## src/rtl/si570_pkg.sv

```systemverilog
// Shared constants, FSM state type and frequency table for the Si570 write sequencer.
package si570_pkg;

  typedef enum logic [2:0] {
    S_IDLE,
    S_FREEZE,
    S_WR_RF,
    S_UNFREEZE,
    S_NEWFREQ,
    S_SETTLE,
    S_RECOVER
  } state_e;

  localparam logic [7:0] REG_FREEZE = 8'd137;
  localparam logic [7:0] REG_RFREQ0 = 8'd7;
  localparam logic [7:0] REG_CTRL   = 8'd135;

  localparam logic [7:0] FREEZE_ON  = 8'h10;
  localparam logic [7:0] FREEZE_OFF = 8'h00;
  localparam logic [7:0] NEWFREQ    = 8'h40;

  localparam int unsigned RF_BYTES = 6;

  // Row byte 0 (MSB) goes to register 7, byte 5 (LSB) to register 12.
  function automatic logic [7:0] si570_table(input logic [1:0] sel, input logic [2:0] idx);
    logic [47:0] row;
    logic [7:0]  b;
    case (sel)
      2'd0:    row = 48'h01_C2_BC_01_1E_B8;
      2'd1:    row = 48'hE0_42_B0_2B_1B_54;
      2'd2:    row = 48'h22_42_D6_8A_B7_5F;
      default: row = 48'h61_C2_A8_74_8F_E6;
    endcase
    case (idx)
      3'd0:    b = row[47:40];
      3'd1:    b = row[39:32];
      3'd2:    b = row[31:24];
      3'd3:    b = row[23:16];
      3'd4:    b = row[15:8];
      3'd5:    b = row[7:0];
      default: b = '0;
    endcase
    return b;
  endfunction

endpackage

```

## src/rtl/si570_write_sequencer.sv

```systemverilog
// Runs the Si570 freeze / RFREQ / unfreeze / NewFreq write sequence over a
// byte-write I2C master, then waits for the output clock to settle.
module si570_write_sequencer
  import si570_pkg::*;
#(
  parameter logic [6:0]  I2C_DEV_ADDR   = 7'h55,
  parameter int unsigned SETTLE_CYCLES  = 500000,
  parameter int unsigned TIMEOUT_CYCLES = 100000,
  parameter int unsigned CNT_W          = 20
) (
  input  logic       iCLK,
  input  logic       iRST_n,
  input  logic       iSTART,
  input  logic [1:0] iFREQ_SEL,
  output logic       oI2C_REQ,
  output logic [6:0] oI2C_ADDR,
  output logic [7:0] oI2C_REG,
  output logic [7:0] oI2C_DATA,
  input  logic       iI2C_ACK,
  input  logic       iI2C_ERR,
  output logic       oBUSY,
  output logic       oDONE,
  output logic       oERROR
);

  localparam logic [CNT_W-1:0] TO_LAST  = CNT_W'(TIMEOUT_CYCLES - 1);
  localparam logic [CNT_W-1:0] SET_LAST = CNT_W'(SETTLE_CYCLES - 1);

  state_e           state_q, state_d;
  logic [CNT_W-1:0] cnt_q, cnt_d;
  logic [2:0]       idx_q, idx_d;
  logic [1:0]       sel_q, sel_d;
  logic             req_q, req_d;
  logic [7:0]       reg_q, reg_d;
  logic [7:0]       data_q, data_d;
  logic             busy_q, busy_d;
  logic             done_q, done_d;
  logic             err_q, err_d;

  logic             is_write;
  logic [7:0]       wr_reg, wr_data;
  logic             rsp_ok, rsp_fail;

  always_comb begin
    wr_reg  = REG_FREEZE;
    wr_data = FREEZE_OFF;
    case (state_q)
      S_FREEZE: wr_data = FREEZE_ON;
      S_WR_RF: begin
        wr_reg  = REG_RFREQ0 + {5'd0, idx_q};
        wr_data = si570_table(sel_q, idx_q);
      end
      S_NEWFREQ: begin
        wr_reg  = REG_CTRL;
        wr_data = NEWFREQ;
      end
      default: ;
    endcase
  end

  assign is_write = (state_q == S_FREEZE) || (state_q == S_WR_RF) ||
                    (state_q == S_UNFREEZE) || (state_q == S_NEWFREQ) ||
                    (state_q == S_RECOVER);

  // ERR beats a same-cycle ACK; a late ACK on the final timeout cycle still counts.
  assign rsp_fail = req_q && (iI2C_ERR || (!iI2C_ACK && cnt_q == TO_LAST));
  assign rsp_ok   = req_q && iI2C_ACK && !iI2C_ERR;

  always_comb begin
    state_d = state_q;
    cnt_d   = cnt_q;
    idx_d   = idx_q;
    sel_d   = sel_q;
    req_d   = req_q;
    reg_d   = reg_q;
    data_d  = data_q;
    busy_d  = busy_q;
    done_d  = 1'b0;
    err_d   = err_q;

    if (state_q == S_IDLE) begin
      if (iSTART) begin
        sel_d   = iFREQ_SEL;
        err_d   = 1'b0;
        busy_d  = 1'b1;
        idx_d   = '0;
        state_d = S_FREEZE;
      end
    end else if (state_q == S_SETTLE) begin
      if (cnt_q == SET_LAST) begin
        done_d  = 1'b1;
        busy_d  = 1'b0;
        state_d = S_IDLE;
      end else begin
        cnt_d = cnt_q + 1'b1;
      end
    end else if (is_write) begin
      // Entering a write state leaves REQ low for one cycle, then the request is issued.
      if (!req_q) begin
        req_d  = 1'b1;
        cnt_d  = '0;
        reg_d  = wr_reg;
        data_d = wr_data;
      end else if (rsp_fail) begin
        req_d = 1'b0;
        err_d = 1'b1;
        if (state_q == S_WR_RF || state_q == S_UNFREEZE) begin
          state_d = S_RECOVER;
        end else begin
          busy_d  = 1'b0;
          state_d = S_IDLE;
        end
      end else if (rsp_ok) begin
        req_d = 1'b0;
        case (state_q)
          S_FREEZE: state_d = S_WR_RF;
          S_WR_RF: begin
            if (idx_q == 3'(RF_BYTES - 1)) state_d = S_UNFREEZE;
            else                           idx_d   = idx_q + 1'b1;
          end
          S_UNFREEZE: state_d = S_NEWFREQ;
          S_NEWFREQ: begin
            cnt_d   = '0;
            state_d = S_SETTLE;
          end
          default: begin
            busy_d  = 1'b0;
            state_d = S_IDLE;
          end
        endcase
      end else begin
        cnt_d = cnt_q + 1'b1;
      end
    end
  end

  always_ff @(posedge iCLK or negedge iRST_n) begin
    if (!iRST_n) begin
      state_q <= S_IDLE;
      cnt_q   <= '0;
      idx_q   <= '0;
      sel_q   <= '0;
      req_q   <= 1'b0;
      reg_q   <= '0;
      data_q  <= '0;
      busy_q  <= 1'b0;
      done_q  <= 1'b0;
      err_q   <= 1'b0;
    end else begin
      state_q <= state_d;
      cnt_q   <= cnt_d;
      idx_q   <= idx_d;
      sel_q   <= sel_d;
      req_q   <= req_d;
      reg_q   <= reg_d;
      data_q  <= data_d;
      busy_q  <= busy_d;
      done_q  <= done_d;
      err_q   <= err_d;
    end
  end

  assign oI2C_REQ  = req_q;
  assign oI2C_ADDR = I2C_DEV_ADDR;
  assign oI2C_REG  = reg_q;
  assign oI2C_DATA = data_q;
  assign oBUSY     = busy_q;
  assign oDONE     = done_q;
  assign oERROR    = err_q;

endmodule

```

## config.mk

```make
export PLATFORM = sky130hd
export DESIGN_NAME = si570_write_sequencer
export DESIGN_NICKNAME = d
export VERILOG_FILES = /design/src/rtl/si570_pkg.sv /design/src/rtl/si570_write_sequencer.sv
export SDC_FILE = /design/constraint.sdc
export NUM_CORES = 1
export LEC_CHECK = 0
export CORE_MARGIN = 8
export CORE_UTILIZATION = 60
export CTS_CLUSTER_SIZE = 28
export DETAILED_ROUTE_END_ITERATION = 12
export PLACE_DENSITY_LB_ADDON = 0.2
export SYNTH_ARGS = -nofsm -noshare
export SYNTH_HDL_FRONTEND = slang
export SYNTH_SLANG_ARGS = --single-unit
export TNS_END_PERCENT = 10
```

## constraint.sdc

```tcl
create_clock -name iCLK -period 4 [get_ports iCLK]
set_input_delay 0.4 -clock iCLK [delete_from_list [all_inputs] [get_ports iCLK]]
set_output_delay 0.4 -clock iCLK [all_outputs]
set_load 0.005 [all_outputs]
```

# Yosys cells after proc, flatten, opt, wreduce, memory -nomap -nowiden
# Index checks and enable logic that the tools add are counted.
# word_totals
reg_bits,48
inputBits,7
# classes
n_addsub,3
eq_ne,26
mux,53
n_bitwise,3
reduce_logical,33
# ops
cell,n
one-hot mux 48 bit (3 select lines),1
2-to-1 mux 20 bit,7
2-to-1 mux 3 bit,19
one-hot mux 8 bit (6 select lines),1
one-hot mux 8 bit (3 select lines),1
2-to-1 mux 1 bit,22
"adder 20 x 1 -> 20 bit, second input constant",1
"== test 20 x 17 -> 1 bit, second input constant",1
"== test 20 x 19 -> 1 bit, second input constant",1
one-hot mux 8 bit (2 select lines),1
"== test 3 bit, second input constant",5
"== test 3 x 2 -> 1 bit, second input constant",4
one-hot mux 3 bit (4 select lines),1
nonzero test 2 bit,6
AND reduction 5 bit,2
"inequality test 2 bit, second input constant",4
AND reduction 8 bit,1
AND reduction 7 bit,1
"== test 3 x 1 -> 1 bit, second input constant",2
logical NOT 3 bit,2
logical OR 1 bit,6
"inequality test 3 x 2 -> 1 bit, second input constant",2
AND reduction 6 bit,1
nonzero test 3 bit,2
other kinds (18),24

# Longest topological paths before layout
# Gate-level depths: netlist (run 1).
# logic_depth
word_depth,9
depth_mapped,9
mapped_depth_nobuf,8

# Least setup slack after synthesis (run 1)
# Ideal clock, no wire load.
# synth_timing
path_type,flip-flop to flip-flop
from,register cnt_q[0]
to,register state_q[0]
setup_ps,125
t_arrival_ps,2100
path_slack_ps,1775
path_stages_with_launch,9
n_path_buf,2
cell_sequence,dfrtp_1 ha_1 and4_1 buf_2 nand4_1 or3_1 clkbuf_1 a21oi_1 mux2_2
# synth_via
elab_chain_len,9
# synth_lines
item,line_no,text
start: declaration,si570_write_sequencer.sv:30,"logic [CNT_W-1:0] cnt_q, cnt_d;"
start signal: assignment,si570_write_sequencer.sv:151,cnt_q <= cnt_d;
== test 20 x 17 -> 1 bit,si570_write_sequencer.sv:66,assign rsp_fail = req_q && (iI2C_ERR || (!iI2C_ACK && cnt_q == TO_LAST));
logical AND 1 bit,si570_write_sequencer.sv:66,
logical OR 1 bit,si570_write_sequencer.sv:66,
logical AND 1 bit,si570_write_sequencer.sv:66,
2-to-1 mux 3 bit,si570_write_sequencer.sv:104,end else if (rsp_fail) begin
2-to-1 mux 3 bit,si570_write_sequencer.sv:99,if (!req_q) begin
2-to-1 mux 3 bit,si570_write_sequencer.sv:97,end else if (is_write) begin
2-to-1 mux 3 bit,si570_write_sequencer.sv:89,end else if (state_q == S_SETTLE) begin
2-to-1 mux 3 bit,si570_write_sequencer.sv:81,if (state_q == S_IDLE) begin
end signal: assignment,si570_write_sequencer.sv:150,state_q <= state_d;
end: declaration,si570_write_sequencer.sv:29,"state_e state_q, state_d;"
# Several ways; a longest one is shown, not always the timed one. The select of a mux whose other input is x is not followed.
# A chain may end at the register's enable or synchronous reset.

# Worst setup path in the final report (run 1)
# layout_timing
from,register state_q[2]
to,register cnt_q[16]
# layout_via
elab_chain_len,7
# layout_lines
item,line_no,text
== test 3 x 1 -> 1 bit / == test 3 x 2 -> 1 bit (equally long branches),si570_write_sequencer.sv:61,assign is_write = (state_q == S_FREEZE) || (state_q == S_WR_RF) ||
logical OR 1 bit (2 in series),si570_write_sequencer.sv:61,
logical OR 1 bit (2 in series),si570_write_sequencer.sv:62,(state_q == S_UNFREEZE) || (state_q == S_NEWFREQ) ||
nonzero test 2 bit (no line),n/a,
AND reduction 5 bit (no line),n/a,
# Several ways; a longest one is shown, not always the timed one.

==> impl_metrics.tcl, run 1 <==
set metrics [dict create \
    p_leak_nw 1.31 \
    fmax_ghz 0.356 \
    synth_common_cells "45 x dfrtp_1, 38 x nand2_1, 37 x nor2_1" \
    power_mw 2.09 \
    fp.dieW_um 86.6 \
    max-vdd-ir-drop_uv 524 \
    post-place-ws_ns 1.02 \
    finalCriticalPeriod_ns 2.81 \
    synthFlopType "dfrtp_1" \
    critPathSlowestCell "dfrtp_1" \
    cts.sinks 45 \
    path_max_fanout 19 \
    yosysWarnings 0 \
    first_pass_iters 5 \
    htree_levels 2 \
    die_area_mm2 0.00750 \
    num_vias 2795 \
    finalSetupTns_ns 0 \
    r2r-start "state_q[2]" \
    start_util_pct 62.9 \
    clockRootBuffer "clkbuf_8" \
    clockBufferDepth 2 \
    r2r_slack_ns 1.19 \
    syn_area_per_cell_um2 8.13 \
    final_cells 441 \
    clk_pin_slew_ns 0.09 \
    cp-start-kind "flop" \
    grt_pass1_wl_um 11600 \
    die_y_um 86.6 \
    synth_top_area_share_pct 37.7 \
    worstMarginPinSlew_ns 1.01 \
    synthCells 368 \
    crit_family "compound AO/OA/AOI/OAI gates" \
    rows 25 \
    cp_slowest_stage_delay_ns 0.71 \
    worst_slack_ns 1.19 \
    io_buffer_count 23 \
    yosysUniqueCellTypes 55 \
    r2r_cells 6 \
    avgRoutedWirePerCell_um 16.0 \
    synth_top_area_cell "dfrtp_1" \
    cts_tree "done" \
    worstPathRequired_ns 4.21 \
    drc 0 \
    reg2reg_to "cnt_q[16]" \
    antenna_left 0 \
    ios 34 \
    dr.first_iter.drc_count 306 \
    synthToLayoutAreaGrowth_pct 8.49 \
    register_area_mm2 0.00113 \
    period_share_pct 70.2 \
    multi_input_comb_area_mm2 0.00167 \
    grt_pass1_vias 2490 \
    syn-cell-area_mm2 0.00299 \
    ys_top_cells_by_area "dfrtp_1 38%, ha_1 5.4%, o21ai_0 4.9%" \
    cp.arrival_ns 3.01 \
    setup_viol 0 \
    yosysSeqAreaShare_pct 37.7 \
    min_path_type "input port to asynchronous set/reset pin" \
    dpl.hpwl_um 4970 \
    viasPerCell 6.34 \
    globalplace.congestion 0.934 \
    async_reset_ff_share_pct 100 \
    ctsHoldBuffers 0 \
    synth.most_common_cell "dfrtp_1" \
    critPathCaptureType "flop" \
    core_mm2 0.00475 \
    grt_max_degree 46 \
    ctsResizeCount 0 \
    fin_skew_ns 0.0141 \
    layout.nets 394 \
    overflow 0 \
    hold_viol 0 \
    slew_headroom_pct 32.5 \
    fill_cells 403 \
    worst-path-buf-inv 1 \
    diodes 0 \
    synth-seq-cells 45 \
    cp_cell_sequence "inv_1, a222oi_1, o211ai_1, a21o_1, or4_4, o31ai_2" \
    cts_buffers 5 \
    synth-edff-count 0 \
    drive_above_1_share_pct 3.74 \
    wl_um 7040 \
    post-cts-setup-buffers 0 \
    slew_viol_final 0 \
    place_inst 434 \
    rsz0062_at_grt "false" \
    drv_cap 0 \
    grtUsageTotal_pct 19.0 \
    power.density_mw_per_mm2 646 \
    insertion_delay_ns 0.30 \
    crit_type "flop to flop" \
    antenna_found_initial 0 \
    status "completed" \
]
## routing by layer
| metal | vias to the layer above | GRT usage (%) | wire, µm |
|---|---|---|---|
| met5 | - | 0 | 0 |
| met4 | 0 | 5.48 | 63 |
| met3 | 5 | 3.78 | 509 |
| met2 | 129 | 30.4 | 3170 |
| met1 | 1332 | 25.2 | 3300 |
| li1 | 1329 | - | - |
## how the worst max path moves through the flow
stage | slack [ns] | startpoint | end | depth (start not counted)
2_1_floorplan | 1.77 | cnt_q[0] | state_q[0] | 8
3_3_place_gp | 1.13 | iI2C_ERR | cnt_q[16] | 7
3_5_place_dp | 1.02 | iI2C_ERR | cnt_q[16] | 7
4_1_cts | 1.27 | cnt_q[0] | cnt_q[13] | 7
5_1_grt | 0.94 | cnt_q[0] | cnt_q[13] | 7
6_report | 1.19 | state_q[2] | cnt_q[16] | 6
## area by class of cell
cell class | count | share of cell area, %
multi-input combinational | 284 | 51.4
sequential | 45 | 34.7
timing repair buffer | 23 | 6.94
clock buffer | 7 | 2.66
tap | 67 | 2.58
inverter | 15 | 1.74
## worst reg2reg max path: cells and delay by family, from the launching register on
kind | cells | cell delay, ns
AOI/OAI and AO/OA | 4 | 1.33
DFF | 1 | 0.71
and+or+nand+nor | 1 | 0.49
buffers and inverters | 1 | 0.19
## placed cells by master (no fill, tap or decap), types with 2 or more instances in the layout
cell,instances
a21o_1,4
a21oi_1,20
a221oi_1,2
a22o_1,4
a22oi_1,3
a31oi_1,4
a41oi_1,4
and2_1,5
and3_1,2
and4_1,3
clkbuf_8,6
clkdlybuf4s50_1,22
conb_1,10
dfrtp_1,45
ha_1,13
inv_1,14
mux2_2,3
nand2_1,38
nand2b_1,2
nand3_1,10
nand4_1,11
nor2_1,37
nor2b_1,2
nor3_1,8
nor4_1,3
o211ai_1,3
o21a_1,2
o21ai_0,29
o21ai_1,23
o22ai_1,3
o31ai_1,11
o41ai_1,3
or3_1,4
## stage by stage
step / cell area [µm²] / hold slack, ns / utilization, %
floorplan: 3020 / 0.104 / -
global placement: 3160 / 0.463 / 66.4
detailed placement: 3160 / 0.469 / 66.4
CTS: 3240 / 0.301 / 68.2
global route: 3240 / 0.364 / 68.2
finish: 3240 / 0.273 / 68.2
## cell families after synthesis
family,after synthesis,share of synthesized area [%]
AOI/OAI and AO/OA,127,26.7
adders and majority gates,13,5.44
muxes,4,1.46
DFF,45,37.7
other,2,0.251
xor gates and xnor gates,1,0.293
and+or+nand+nor,129,20.5
buffers and inverters,47,7.61
## where the power goes
group / leakage, nW / internal (mW) / switching (mW)
Sequential: 0.588 / 0.558 / 0.171
Clock: 0.0443 / 0.137 / 0.149
Combinational: 0.681 / 0.440 / 0.638
Total: 1.31 / 1.14 / 0.959
## sequential cells by signal, summed over array words and instances (netlist names)
| signal | cells |
|---|---|
| sel_q | 2 |
| cnt_q | 20 |
| oI2C_REQ | 1 |
| oDONE | 1 |
| idx_q | 3 |
| oI2C_REG | 5 |
| oBUSY | 1 |
| state_q | 3 |
| oERROR | 1 |
| oI2C_DATA | 8 |
Power figures use the tool's default switching activity.
==> inputs of run 2 (changes only) <==
CORE_UTILIZATION = 51   (was 60)
clock period = 2.25 ns   (was 4 ns; I/O delays follow)
==> impl_metrics.tcl, run 2 (same netlist as run 1, synthesis figures left out) <==
set metrics [dict create \
    ios 34 \
    hold_slack_ns 0.00866 \
    core_mm2 0.00578 \
    fill_cells 519 \
    setup_viol 0 \
    worstMarginPinSlew_ns 0.584 \
    status "completed" \
    io_buffer_count 23 \
    final_common_cell "buf_4" \
    dpl.hpwl_um 5600 \
    clockBufferDepth 2 \
    rsz0062_at_grt "true" \
    finalSetupTns_ns 0 \
    period_share_pct 97.6 \
    p_sw_mw 1.77 \
    grt_pass1_wl_um 13100 \
    largest-register "cnt_q" \
    grtUsageTotal_pct 18.3 \
    insertion_delay_ns 0.30 \
    utilization_pct 62.8 \
    cts.sinks 45 \
    power.density_mw_per_mm2 1110 \
    cp.arrival_ns 2.41 \
    ctsHoldBuffers 0 \
    fp.dieW_um 92.6 \
    fin_area_mm2 0.00363 \
    internal_power_mw 2.26 \
    min_path_type "input port to asynchronous set/reset pin" \
    viasPerCell 5.88 \
    num_vias 2928 \
    fin_skew_ns 0.00520 \
    antenna_found_initial 0 \
    finalCriticalPeriod_ns 2.20 \
    pwr-share-seq_pct 28.6 \
    clk_pin_slew_ns 0.08 \
    die_y_um 92.6 \
    switching_share_pct 43.9 \
    layout.nets 442 \
    worstPathRequired_ns 2.47 \
    largest_reg_flops 20 \
    place_area_mm2 0.00352 \
    cp-start-kind "flop" \
    synthToLayoutAreaGrowth_pct 21.4 \
    max-vdd-ir-drop_uv 650 \
    hold_viol 0 \
    path_max_fanout 4 \
    critPathCaptureType "flop" \
    first_pass_iters 4 \
    grt_max_degree 46 \
    grt_pass1_vias 2806 \
    power.share.clock_pct 12.2 \
    crit_type "flop to flop" \
    clockRootBuffer "clkbuf_8" \
    cts_tree "done" \
    pwr-share-comb_pct 59.2 \
    wl_um 7790 \
    start_util_pct 51.7 \
    diodes 0 \
    drc 0 \
    die_area_mm2 0.00857 \
    htree_levels 2 \
    avgRoutedWirePerCell_um 15.7 \
    drv_cap 0 \
    slew_viol_final 0 \
    globalplace.congestion 0.901 \
    p_leak_nw 1.55 \
    overflow 0 \
    slew_headroom_pct 60.7 \
    layout_common_cells "48 x buf_4, 45 x dfrtp_1, 38 x nand2_1" \
    dr.first_iter.drc_count 158 \
    rows 28 \
    fmax_ghz 0.455 \
    antenna_left 0 \
    drive_above_1_share_pct 15.1 \
    cts_buffers 5 \
]
[run 2: cell count changes in the layout (fill, tap and decap cells not counted), sizes merged]
cell,change
buf,+48
clkbuf,+1
[run 2: worst paths after layout]
kind	start	to	slack (ns)	depth (start not counted)
min	iRST_n	oI2C_DATA[0]	0.009	2
min in group iCLK	oI2C_DATA[7]	oI2C_DATA[7]	0.48	2
max	cnt_q[0]	cnt_q[16]	0.05	9
max reg2reg	cnt_q[0]	cnt_q[16]	0.05	9
max in group asynchronous	iRST_n	idx_q[1]	1.85	2
min reg2reg	oI2C_DATA[7]	oI2C_DATA[7]	0.48	2
[run 2: area by class of cell]
cell class | count | area (µm²) | share of cell area (%)
Multi-Input combinational cell | 284 | 1690 | 46.5
Sequential cell | 45 | 1130 | 31.0
Timing Repair Buffer | 71 | 586 | 16.1
Tap cell | 75 | 93.8 | 2.59
Clock buffer | 8 | 80.1 | 2.21
Inverter | 15 | 56.3 | 1.55
[run 2: worst max-delay path: stages, from the launching register on]
cell      delay, ns
dfrtp_1        0.39
ha_1           0.23
and4_4         0.19
nand4_1        0.10
buf_4          0.14
buf_4          0.10
o211ai_1       0.11
a21o_1         0.24
or4_4          0.45
o31ai_4        0.17
[run 2: stage by stage]
step                      setup slack (ns)  power, mW  cells
final                               0.0535       4.04    498
after global routing               -0.0337       4.36    498
after CTS                           0.0114       4.01    497
after detailed placement            -0.184       3.51    489
after global placement              -0.108       3.47    489
after floorplan                     0.0248       2.64    376
[run 2: what timing repair did]
item,4_1_cts,5_1_grt
gates resized for setup,0,4
endpoints found under the hold margin,0,0
buffers inserted,0,1
setup endpoints to repair,0,7
[run 2: power by group through the flow]
stage               Sequential [mW]  Clock, mW  Combinational, mW
global placement               1.16          0               2.31
global route                   1.18      0.525               2.65
CTS                            1.16      0.499               2.35
floorplan                      1.14          0               1.50
finish                         1.15      0.491               2.39
detailed placement             1.18          0               2.33
[run 2: per-layer routing]
metal | global-route usage (%) | vias up | routed length, µm
met1 | 22.9 | 1370 | 3440
met3 | 3.64 | 15 | 516
met5 | 0 | - | 0
met4 | 8.46 | 0 | 161
li1 | - | 1433 | -
met2 | 29.9 | 110 | 3680
